==> src/rtl/adma_dm_rd_sched_if.sv <==
// Request/transaction bundle between the per-channel splitters, the read scheduler and the read host.
// The scheduler takes the master view: it owns req_rdy, chn_busy and the atx_* payload.
interface adma_dm_rd_sched_if #(
   parameter int DMA_CHN_NUM   = 4,
   parameter int SRC_ADDR_W    = 32,
   parameter int MST_ID_W      = 5,
   parameter int ATX_LEN_W     = 8,
   parameter int DMA_CHN_NUM_W = (DMA_CHN_NUM > 1) ? $clog2(DMA_CHN_NUM) : 1
);
   logic [DMA_CHN_NUM-1:0][MST_ID_W-1:0]   req_arid;
   logic [DMA_CHN_NUM-1:0][SRC_ADDR_W-1:0] req_araddr;
   logic [DMA_CHN_NUM-1:0][ATX_LEN_W-1:0]  req_arlen;
   logic [DMA_CHN_NUM-1:0][1:0]            req_arburst;
   logic [DMA_CHN_NUM-1:0]                 req_vld;
   logic [DMA_CHN_NUM-1:0]                 req_rdy;
   logic [DMA_CHN_NUM-1:0]                 cpl_vld;
   logic [DMA_CHN_NUM_W-1:0]               atx_chn_id;
   logic [MST_ID_W-1:0]                    atx_arid;
   logic [SRC_ADDR_W-1:0]                  atx_araddr;
   logic [ATX_LEN_W-1:0]                   atx_arlen;
   logic [1:0]                             atx_arburst;
   logic                                   atx_vld;
   logic                                   atx_rdy;
   logic [DMA_CHN_NUM-1:0]                 chn_busy;

   modport master (
      input  req_arid, req_araddr, req_arlen, req_arburst, req_vld, cpl_vld, atx_rdy,
      output req_rdy, atx_chn_id, atx_arid, atx_araddr, atx_arlen, atx_arburst, atx_vld, chn_busy
   );

   modport slave (
      output req_arid, req_araddr, req_arlen, req_arburst, req_vld, cpl_vld, atx_rdy,
      input  req_rdy, atx_chn_id, atx_arid, atx_araddr, atx_arlen, atx_arburst, atx_vld, chn_busy
   );
endinterface

==> src/rtl/adma_dm_rd_sched.sv <==
// Round-robin read-transaction scheduler: shares one read host between DMA channels while
// bounding per-channel and global outstanding transactions, with one registered output slot.
module adma_dm_rd_sched #(
   parameter int DMA_CHN_NUM   = 4,
   parameter int SRC_ADDR_W    = 32,
   parameter int MST_ID_W      = 5,
   parameter int ATX_LEN_W     = 8,
   parameter int ATX_NUM_OSTD  = DMA_CHN_NUM,
   parameter int CHN_OSTD_MAX  = 2,
   parameter int DMA_CHN_NUM_W = (DMA_CHN_NUM > 1) ? $clog2(DMA_CHN_NUM) : 1
) (
   input  logic               clk,
   input  logic               rst_n,
   adma_dm_rd_sched_if.master rd
);
   localparam int N  = DMA_CHN_NUM;
   localparam int CW = $clog2(CHN_OSTD_MAX + 1);
   localparam int GW = $clog2(ATX_NUM_OSTD + 1);

   logic [N-1:0][CW-1:0]     ostd_cnt_q, ostd_cnt_d;
   logic [GW-1:0]            glb_cnt_q, glb_cnt_d;
   logic [DMA_CHN_NUM_W-1:0] rr_ptr_q, rr_ptr_d;
   logic                     atx_vld_q, atx_vld_d;
   logic [DMA_CHN_NUM_W-1:0] chn_id_q, chn_id_d;
   logic [MST_ID_W-1:0]      arid_q, arid_d;
   logic [SRC_ADDR_W-1:0]    araddr_q, araddr_d;
   logic [ATX_LEN_W-1:0]     arlen_q, arlen_d;
   logic [1:0]               arburst_q, arburst_d;

   logic                     slot_free;
   logic                     glb_ok;
   logic                     gnt_any;
   logic [N-1:0]             cpl_eff;
   logic [N-1:0]             elig;
   logic [N-1:0]             grant;
   logic [GW-1:0]            cpl_num;
   logic [DMA_CHN_NUM_W-1:0] gnt_idx;
   logic [DMA_CHN_NUM_W-1:0] cand;

   assign slot_free = !atx_vld_q || rd.atx_rdy;

   // Completions on idle channels are dropped; the rest return credit in the same cycle.
   always_comb begin
      cpl_eff = '0;
      cpl_num = '0;
      for (int i = 0; i < N; i++) begin
         cpl_eff[i] = rd.cpl_vld[i] && (ostd_cnt_q[i] != '0);
         cpl_num    = cpl_num + GW'(cpl_eff[i]);
      end
   end

   assign glb_ok = (glb_cnt_q - cpl_num) < GW'(ATX_NUM_OSTD);

   always_comb begin
      elig = '0;
      for (int i = 0; i < N; i++) begin
         elig[i] = rst_n && rd.req_vld[i] && slot_free && glb_ok &&
                   ((ostd_cnt_q[i] - CW'(cpl_eff[i])) < CW'(CHN_OSTD_MAX));
      end
   end

   always_comb begin
      int idx;
      idx     = 0;
      cand    = '0;
      grant   = '0;
      gnt_idx = '0;
      gnt_any = 1'b0;
      for (int k = 0; k < N; k++) begin
         idx = int'(rr_ptr_q) + k;
         if (idx >= N) idx = idx - N;
         cand = DMA_CHN_NUM_W'(idx);
         if (!gnt_any && elig[cand]) begin
            gnt_any     = 1'b1;
            gnt_idx     = cand;
            grant[cand] = 1'b1;
         end
      end
   end

   always_comb begin
      ostd_cnt_d = ostd_cnt_q;
      glb_cnt_d  = glb_cnt_q - cpl_num + GW'(gnt_any);
      rr_ptr_d   = rr_ptr_q;
      atx_vld_d  = atx_vld_q;
      chn_id_d   = chn_id_q;
      arid_d     = arid_q;
      araddr_d   = araddr_q;
      arlen_d    = arlen_q;
      arburst_d  = arburst_q;
      for (int i = 0; i < N; i++) begin
         ostd_cnt_d[i] = ostd_cnt_q[i] + CW'(grant[i]) - CW'(cpl_eff[i]);
      end
      if (slot_free) begin
         atx_vld_d = gnt_any;
         if (gnt_any) begin
            rr_ptr_d  = (gnt_idx == DMA_CHN_NUM_W'(N - 1)) ? '0 : gnt_idx + DMA_CHN_NUM_W'(1);
            chn_id_d  = gnt_idx;
            arid_d    = rd.req_arid[gnt_idx];
            araddr_d  = rd.req_araddr[gnt_idx];
            arlen_d   = rd.req_arlen[gnt_idx];
            arburst_d = rd.req_arburst[gnt_idx];
         end
      end
   end

   always_ff @(posedge clk or negedge rst_n) begin
      if (!rst_n) begin
         ostd_cnt_q <= '0;
         glb_cnt_q  <= '0;
         rr_ptr_q   <= '0;
         atx_vld_q  <= 1'b0;
         chn_id_q   <= '0;
         arid_q     <= '0;
         araddr_q   <= '0;
         arlen_q    <= '0;
         arburst_q  <= '0;
      end else begin
         ostd_cnt_q <= ostd_cnt_d;
         glb_cnt_q  <= glb_cnt_d;
         rr_ptr_q   <= rr_ptr_d;
         atx_vld_q  <= atx_vld_d;
         chn_id_q   <= chn_id_d;
         arid_q     <= arid_d;
         araddr_q   <= araddr_d;
         arlen_q    <= arlen_d;
         arburst_q  <= arburst_d;
      end
   end

   always_comb begin
      rd.chn_busy = '0;
      for (int i = 0; i < N; i++) begin
         rd.chn_busy[i] = (ostd_cnt_q[i] != '0);
      end
   end

   assign rd.req_rdy     = grant;
   assign rd.atx_vld     = atx_vld_q;
   assign rd.atx_chn_id  = chn_id_q;
   assign rd.atx_arid    = arid_q;
   assign rd.atx_araddr  = araddr_q;
   assign rd.atx_arlen   = arlen_q;
   assign rd.atx_arburst = arburst_q;
endmodule

==> src/flat_wrapper.sv <==
// flat-port wrapper written by rule: the top's interface ports become plain ports
module adma_dm_rd_sched_flat 
#(
   parameter int DMA_CHN_NUM   = 4,
   parameter int SRC_ADDR_W    = 32,
   parameter int MST_ID_W      = 5,
   parameter int ATX_LEN_W     = 8,
   parameter int ATX_NUM_OSTD  = DMA_CHN_NUM,
   parameter int CHN_OSTD_MAX  = 2,
   parameter int DMA_CHN_NUM_W = (DMA_CHN_NUM > 1) ? $clog2(DMA_CHN_NUM) : 1
)
  (clk, rst_n, rd_req_arid, rd_req_araddr, rd_req_arlen, rd_req_arburst, rd_req_vld, rd_cpl_vld, rd_atx_rdy, rd_req_rdy, rd_atx_chn_id, rd_atx_arid, rd_atx_araddr, rd_atx_arlen, rd_atx_arburst, rd_atx_vld, rd_chn_busy);
  adma_dm_rd_sched_if #(.DMA_CHN_NUM(DMA_CHN_NUM), .SRC_ADDR_W(SRC_ADDR_W), .MST_ID_W(MST_ID_W), .ATX_LEN_W(ATX_LEN_W), .DMA_CHN_NUM_W(DMA_CHN_NUM_W)) rd_i ();
  input  logic clk;
  input  logic rst_n;
  input wire logic [$bits(rd_i.req_arid)-1:0] rd_req_arid;
  input wire logic [$bits(rd_i.req_araddr)-1:0] rd_req_araddr;
  input wire logic [$bits(rd_i.req_arlen)-1:0] rd_req_arlen;
  input wire logic [$bits(rd_i.req_arburst)-1:0] rd_req_arburst;
  input wire logic [$bits(rd_i.req_vld)-1:0] rd_req_vld;
  input wire logic [$bits(rd_i.cpl_vld)-1:0] rd_cpl_vld;
  input wire logic [$bits(rd_i.atx_rdy)-1:0] rd_atx_rdy;
  output wire logic [$bits(rd_i.req_rdy)-1:0] rd_req_rdy;
  output wire logic [$bits(rd_i.atx_chn_id)-1:0] rd_atx_chn_id;
  output wire logic [$bits(rd_i.atx_arid)-1:0] rd_atx_arid;
  output wire logic [$bits(rd_i.atx_araddr)-1:0] rd_atx_araddr;
  output wire logic [$bits(rd_i.atx_arlen)-1:0] rd_atx_arlen;
  output wire logic [$bits(rd_i.atx_arburst)-1:0] rd_atx_arburst;
  output wire logic [$bits(rd_i.atx_vld)-1:0] rd_atx_vld;
  output wire logic [$bits(rd_i.chn_busy)-1:0] rd_chn_busy;
  assign rd_i.req_arid = rd_req_arid;
  assign rd_i.req_araddr = rd_req_araddr;
  assign rd_i.req_arlen = rd_req_arlen;
  assign rd_i.req_arburst = rd_req_arburst;
  assign rd_i.req_vld = rd_req_vld;
  assign rd_i.cpl_vld = rd_cpl_vld;
  assign rd_i.atx_rdy = rd_atx_rdy;
  assign rd_req_rdy = rd_i.req_rdy;
  assign rd_atx_chn_id = rd_i.atx_chn_id;
  assign rd_atx_arid = rd_i.atx_arid;
  assign rd_atx_araddr = rd_i.atx_araddr;
  assign rd_atx_arlen = rd_i.atx_arlen;
  assign rd_atx_arburst = rd_i.atx_arburst;
  assign rd_atx_vld = rd_i.atx_vld;
  assign rd_chn_busy = rd_i.chn_busy;
  adma_dm_rd_sched #(.DMA_CHN_NUM(DMA_CHN_NUM), .SRC_ADDR_W(SRC_ADDR_W), .MST_ID_W(MST_ID_W), .ATX_LEN_W(ATX_LEN_W), .ATX_NUM_OSTD(ATX_NUM_OSTD), .CHN_OSTD_MAX(CHN_OSTD_MAX), .DMA_CHN_NUM_W(DMA_CHN_NUM_W)) u_core (.clk(clk), .rst_n(rst_n), .rd(rd_i));
endmodule
==> config.mk <==
export PLATFORM = sky130hd
export DESIGN_NAME = adma_dm_rd_sched_flat
export DESIGN_NICKNAME = d
export VERILOG_FILES = /design/src/rtl/adma_dm_rd_sched_if.sv /design/src/rtl/adma_dm_rd_sched.sv /design/src/flat_wrapper.sv
export SDC_FILE = /design/constraint.sdc
export NUM_CORES = 1
export LEC_CHECK = 0
export CAP_MARGIN = 20
export CORE_MARGIN = 4
export CORE_UTILIZATION = 40
export DETAILED_ROUTE_END_ITERATION = 10
export DONT_BUFFER_PORTS = 1
export PLACE_DENSITY = 0.5
export SETUP_SLACK_MARGIN = 0.02
export SYNTH_ARGS = -nofsm -noshare
export SYNTH_HDL_FRONTEND = slang
export SYNTH_SLANG_ARGS = --single-unit
export TNS_END_PERCENT = 30
==> constraint.sdc <==
create_clock -name clk -period 6.96 [get_ports clk]
set_clock_uncertainty 0.15 [all_clocks]
set_input_delay 1.044 -clock clk [delete_from_list [all_inputs] [get_ports clk]]
set_output_delay 1.044 -clock clk [all_outputs]
set_load 0.03 [all_outputs]
==> flow_summary.json, run 1 <==
{
  "status": "finished, final reports clean",
  "grt_max_degree": 98,
  "period_share_pct": 81.8,
  "final_cell_mix": "nor2_1 (120), dfrtp_1 (63), mux2i_1 (58)",
  "r2r-end": "u_core.rd.atx_arid[0]$_DFFE_PN0P_",
  "detail_route.wl_per_cell_um": 20.1,
  "power.density_mw_per_mm2": 650,
  "ys_warn_count": 0,
  "start_util_pct": 41.1,
  "setup_violations": 0,
  "slew_headroom_pct": 53.4,
  "cts_resized": 0,
  "io_buffers": 0,
  "num_vias": 3632,
  "core_mm2": 0.0115,
  "cts_root_buffer": "clkbuf_16",
  "drt_iter0_markers": 122,
  "fin_crit_ns": 5.69,
  "die_y_um": 117,
  "drive_gt1_share_pct": 17.4,
  "drt-pass1-iter-count": 4,
  "dp.cells": 616,
  "routed_wl_um": 12700,
  "diodes": 0,
  "htreeDepth": 3,
  "ir_drop_uv": 368,
  "fmax_ghz": 0.176,
  "cts_buffers": 9,
  "drtAntennaViolNets": 0,
  "dieArea_mm2": 0.0136,
  "dp_hpwl_um": 9640,
  "final_common_cell": "nor2_1",
  "rsz0062_at_grt": "no",
  "gr-total-overflow": 0,
  "clock_path_buffers": 2,
  "max-cap-violations": 0,
  "cp.required_ns": 5.77,
  "post_cts_buffers": 0,
  "worst_pin_slew_ns": 0.699,
  "path_clk_slew_ns": 0.06,
  "async_reset_ff_share_pct": 100,
  "cts_tree": "built",
  "cp_max_fo": 5,
  "synth.avg_cell_area_um2": 9.45,
  "grt_pass1_wl_um": 19200,
  "critPathKind": "reg -> out",
  "rr_startpoint": "u_core.ostd_cnt_q[1]$_DFF_PN0_",
  "yosysSeqAreaShare_pct": 33.3,
  "routed_via_density": 5.75,
  "cts_hold_buf": 0,
  "syn_nets": 724,
  "worstHoldPathType": "in -> async",
  "r2r_cells": 15,
  "setup_tns_ns": 0,
  "stdcell_count": 632,
  "power_leakage_nw": 2.19,
  "layout.nets": 707,
  "yosysUniqueCellTypes": 48,
  "antenna_found_initial": 0,
  "die_x_um": 117,
  "place.gp.congestion": 0.897,
  "syn_inst": 501,
  "p_total_mw": 3.31,
  "maxSlewViolCount": 0,
  "io_pins": 257,
  "clkSinkCount": 63,
  "grt_pass1_vias": 3660,
  "worstSetupEndpointType": "output port",
  "reg2reg_slack_ns": 1.78,
  "hold_viol": 0,
  "setup.worst_path.start_class": "register",
  "cp.arrival_ns": 4.50,
  "ys.flop_type": "dfrtp_1",
  "syn_to_final_growth_pct": 7.66,
  "insertion_delay_ns": 0.32,
  "ys_seq_elements": 63,
  "synth_edf_count": 0,
  "row_count": 39,
  "grt_use_total_pct": 18.1,
  "synth_area_mm2": 0.00473,
  "drc": 0
}
-- state kept, by name, summed over array words and instances (netlist names) --
signal / flops
u_core.rd.atx_araddr: 32
u_core.ostd_cnt_q: 8
u_core.rd.atx_arlen: 8
u_core.rd.atx_arid: 5
u_core.glb_cnt_q: 3
u_core.rd.atx_arburst: 2
u_core.rd.atx_chn_id: 2
u_core.rr_ptr_q: 2
u_core.rd.atx_vld: 1
-- where the power goes --
group	total, mW	internal (mW)	switching (mW)
registers	1.05	0.579	0.468
logic	1.80	0.790	1.01
clock network	0.460	0.281	0.179
total	3.31	1.65	1.66
-- metrics by stage --
step	worst slack [ns]	hold slack [ns]	utilization, %	cell area [um2]
finish	1.27	0.259	44.3	5100
global placement	1.53	0.341	41.6	4790
detailed placement	1.40	0.349	41.6	4790
global route	0.866	0.229	44.3	5100
floorplan	1.78	0.309	-	4730
CTS	1.20	0.237	44.3	5100
-- area by class of cell --
cell class	instances	area (um2)
Timing Repair Buffer	5	50.0
Inverter	20	75.1
Clock buffer	9	225
Fill cell	1140	6420
Multi-Input combinational cell	385	2910
Sequential cell	63	1580
Tap cell	143	179
Clock inverter	7	80.1
-- logic make-up after synthesis --
family	count (synthesis)	synth area share [%]
xor+xnor	11	2.38
flops	63	33.3
fa+ha+maj	24	6.82
simple gates	163	14.6
compound gates	89	15.5
mux	98	22.0
buf+inv	53	5.47
-- critical path, stage by stage (launching register included) --
cell and delay (ns):
dfrtp_1 0.42, or2_2 0.39, and2_1 0.22, ha_1 0.33
fa_1 0.51, fa_1 0.16, inv_1 0.05, fa_1 0.37
xor3_2 0.26, nand3_2 0.14, a211oi_1 0.53, nor2_1 0.19
a22o_1 0.24, a211o_1 0.36
-- layer usage --
| metal | global-route usage (%) | up-vias | part of all wire (%) |
|---|---|---|---|
| met5 | 0 | - | 0 |
| met4 | 5.96 | 0 | 2.0 |
| met3 | 6.27 | 20 | 8.2 |
| met2 | 30.6 | 151 | 50 |
| met1 | 21.6 | 1723 | 39 |
| li1 | - | 1738 | - |
-- Yosys cell counts, types with 4 or more instances --
cell type | instances | area (um2)
or2_2 | 5 | 31.3
a211oi_1 | 36 | 270
buf_2 | 9 | 45.0
mux2i_1 | 58 | 581
o221ai_1 | 9 | 78.8
a22o_1 | 4 | 35.0
a211oi_2 | 9 | 113
a21oi_1 | 4 | 20.0
xnor2_1 | 9 | 78.8
clkbuf_1 | 16 | 60.1
buf_4 | 4 | 30.0
o21ai_0 | 5 | 25.0
a211o_1 | 7 | 61.3
inv_1 | 17 | 63.8
nor2_1 | 120 | 450
nand2b_1 | 6 | 37.5
mux2_2 | 39 | 439
ha_1 | 21 | 263
nand2_1 | 18 | 67.6
dfrtp_1 | 63 | 1580
and2_1 | 5 | 31.3
-- how the worst max path moves through the flow --
stage,startpoint,endpoint,slack [ns],cells past startpoint
2_1_floorplan,rd_cpl_vld[2],rd_req_rdy[0],1.78,12
3_3_place_gp,rd_cpl_vld[2],rd_req_rdy[0],1.53,12
3_5_place_dp,rd_cpl_vld[2],rd_req_rdy[1],1.40,12
4_1_cts,u_core.ostd_cnt_q[5]$_DFF_PN0_,rd_req_rdy[3],1.20,13
5_1_grt,u_core.ostd_cnt_q[5]$_DFF_PN0_,rd_req_rdy[1],0.87,13
6_report,u_core.ostd_cnt_q[1]$_DFF_PN0_,rd_req_rdy[0],1.27,13
Note: power is estimated with default switching activity, not from simulation.
==> inputs of run 2 (changes only) <==
--- a/config.mk
+++ b/config.mk
@@ -10,7 +10,7 @@
 export CORE_UTILIZATION = 40
 export DETAILED_ROUTE_END_ITERATION = 10
 export DONT_BUFFER_PORTS = 1
-export PLACE_DENSITY = 0.5
+export PLACE_DENSITY = 0.52
 export SETUP_SLACK_MARGIN = 0.02
 export SYNTH_ARGS = -nofsm -noshare
 export SYNTH_HDL_FRONTEND = slang
==> constraint.sdc (replaced) <==
create_clock -name clk -period 5.16 [get_ports clk]
set_clock_uncertainty 0.15 [all_clocks]
set_input_delay 0.774 -clock clk [delete_from_list [all_inputs] [get_ports clk]]
set_output_delay 0.774 -clock clk [all_outputs]
set_load 0.03 [all_outputs]
==> run 2 against run 1 <==
Sequential share of layout area fell by 0.95 points. Utilization increased by 1.4 points. Critical path depth shrank 1. Wire length up 10%. Total power up 42%. Non-clock buffer count rose by 7. Largest power group unchanged.
==> flow_summary.json, run 2 (same netlist as run 1, synthesis figures left out) <==
{
  "status": "finished, final reports clean",
  "place.gp.congestion": 0.841,
  "power_leakage_nw": 2.25,
  "hold_viol": 0,
  "cp_max_fo": 8,
  "grt_use_total_pct": 19.9,
  "rsz0062_at_grt": "no",
  "cp_top_family": "adder cells",
  "grt_pass1_wl_um": 20700,
  "finalInstanceArea_mm2": 0.00526,
  "slew_headroom_pct": 56.5,
  "stdcell_count": 638,
  "setup.worst_path.start_class": "register",
  "period_share_pct": 96.7,
  "drive_gt1_share_pct": 19.8,
  "max-cap-violations": 0,
  "worstSetupEndpointType": "output port",
  "pwr-share-clk_pct": 11.7,
  "power.density_mw_per_mm2": 892,
  "p_comb_share_pct": 58.0,
  "start_util_pct": 41.1,
  "worstHoldPathType": "in -> async",
  "crit_slowest_cell": "fa_1",
  "dp_slack_ns": 0.148,
  "critPathKind": "reg -> out",
  "cts_tree": "built",
  "crit_buf_inv": 1,
  "reg2reg_slack_ns": 0.20,
  "cp.required_ns": 4.24,
  "io_pins": 257,
  "cp_common_cell": "fa_1",
  "ir_drop_uv": 287,
  "drtAntennaViolNets": 0,
  "p_sw_mw": 2.35,
  "cts_root_buffer": "clkbuf_16",
  "io_buffers": 0,
  "post_dp_cell_area_mm2": 0.00484,
  "seqPwrFrac_pct": 30.3,
  "final_common_cell": "nor2_1",
  "setup_tns_ns": 0,
  "sw_frac_of_total_pct": 50.2,
  "drc": 0,
  "clock_path_buffers": 2,
  "final_cell_mix": "nor2_1 (119), dfrtp_1 (62), mux2i_1 (58)",
  "worst_pin_slew_ns": 0.651,
  "grt_pass1_vias": 3904,
  "die_x_um": 117,
  "core_mm2": 0.0115,
  "setup_violations": 0,
  "dp.cells": 618,
  "cts_buffers": 9,
  "maxSlewViolCount": 0,
  "syn_to_final_growth_pct": 11.2,
  "cp.arrival_ns": 4.06,
  "drt-pass1-iter-count": 5,
  "detail_route.wl_per_cell_um": 21.9,
  "fmax_ghz": 0.201,
  "path_clk_slew_ns": 0.05,
  "num_vias": 3741,
  "gr-total-overflow": 0,
  "layout_setup_ws_ns": 0.173,
  "critical-path-max-stage-delay_ns": 0.53,
  "routed_wl_um": 14000,
  "die_y_um": 117,
  "worstPathCellList": "or2_4 > and2_1 > ha_1 > fa_1 > fa_1 > inv_1 > fa_1 > xor3_2 > and3_2 > nand2_1 > and3_1 > a211o_2",
  "internal_power_mw": 2.34,
  "largest_reg_flops": 32,
  "routed_via_density": 5.86,
  "grt_max_degree": 89,
  "drt_iter0_markers": 162,
  "fin_crit_ns": 4.99,
  "row_count": 39,
  "clkSinkCount": 63,
  "layout.nets": 714,
  "dieArea_mm2": 0.0136,
  "antenna_found_initial": 0,
  "insertion_delay_ns": 0.33,
  "htreeDepth": 3,
  "diodes": 0,
  "dp_hpwl_um": 10100
}
[run 2: changes by cell type in the layout (fill, tap and decap cells not counted), moves of 3 or more]
cell / previous run / this run
a211o_2: 0 / 3
or2_4: 0 / 4
a211o_1: 7 / 3
clkinv_2: 0 / 3
or2_2: 5 / 1
[run 2: through the flow]
stage	utilization [%]	power, mW	hold WS, ns
after CTS	44.7	4.60	0.168
after detailed placement	42.1	4.00	0.330
after global routing	45.7	5.06	0.165
final	45.7	4.69	0.144
after floorplan	-	3.47	0.309
after global placement	42.1	3.93	0.330
[run 2: power groups by stage]
stage	clock (mW)	sequential [mW]	combinational, mW
final	0.551	1.42	2.72
after global routing	0.593	1.45	3.01
after CTS	0.572	1.43	2.60
after detailed placement	0	1.43	2.57
after global placement	0	1.43	2.50
after floorplan	0	1.34	2.14
[run 2: worst paths after layout]
| check | start | end | cells past startpoint |
|---|---|---|---|
| setup / recovery | u_core.ostd_cnt_q[5]$_DFF_PN0_ | rd_req_rdy[2] | 12 |
| hold / removal | rst_n | u_core.rd.atx_araddr[21]$_DFFE_PN0P_ | 1 |
| setup reg to reg | u_core.ostd_cnt_q[5]$_DFF_PN0_ | u_core.rd.atx_arlen[3]$_DFFE_PN0P_ | 17 |
| hold reg to reg | u_core.ostd_cnt_q[3]$_DFF_PN0_ | u_core.ostd_cnt_q[3]$_DFF_PN0_ | 1 |
| max in group asynchronous | rst_n | u_core.ostd_cnt_q[7]$_DFF_PN0_ | 1 |
| min in group clk | u_core.ostd_cnt_q[3]$_DFF_PN0_ | u_core.ostd_cnt_q[3]$_DFF_PN0_ | 1 |
[run 2: what timing repair did]
item | CTS | global route
gates resized for setup | 5 | 12
cloned | 0 | 2
hold buffers | 1 | 0
endpoints found under the hold margin | 63 | 0
setup endpoints to repair | 4 | 43
pin swaps | 1 | 2
buffers inserted | 1 | 1
[run 2: final cells by class]
| cell class | count | area (um2) |
|---|---|---|
| Fill cell | 1123 | 6250 |
| Multi-Input combinational cell | 385 | 2960 |
| Sequential cell | 63 | 1580 |
| Clock buffer | 11 | 243 |
| Timing Repair Buffer | 12 | 206 |
| Tap cell | 143 | 179 |
| Inverter | 20 | 75.1 |
| Clock inverter | 4 | 22.5 |
[run 2: metal layers]
layer	global-route usage (%)	share of wire, %	wire (um)
met5	0	0	0
met4	6.65	1.8	255
met3	8.43	8.1	1130
met2	33.8	51	7080
met1	22.5	39	5520
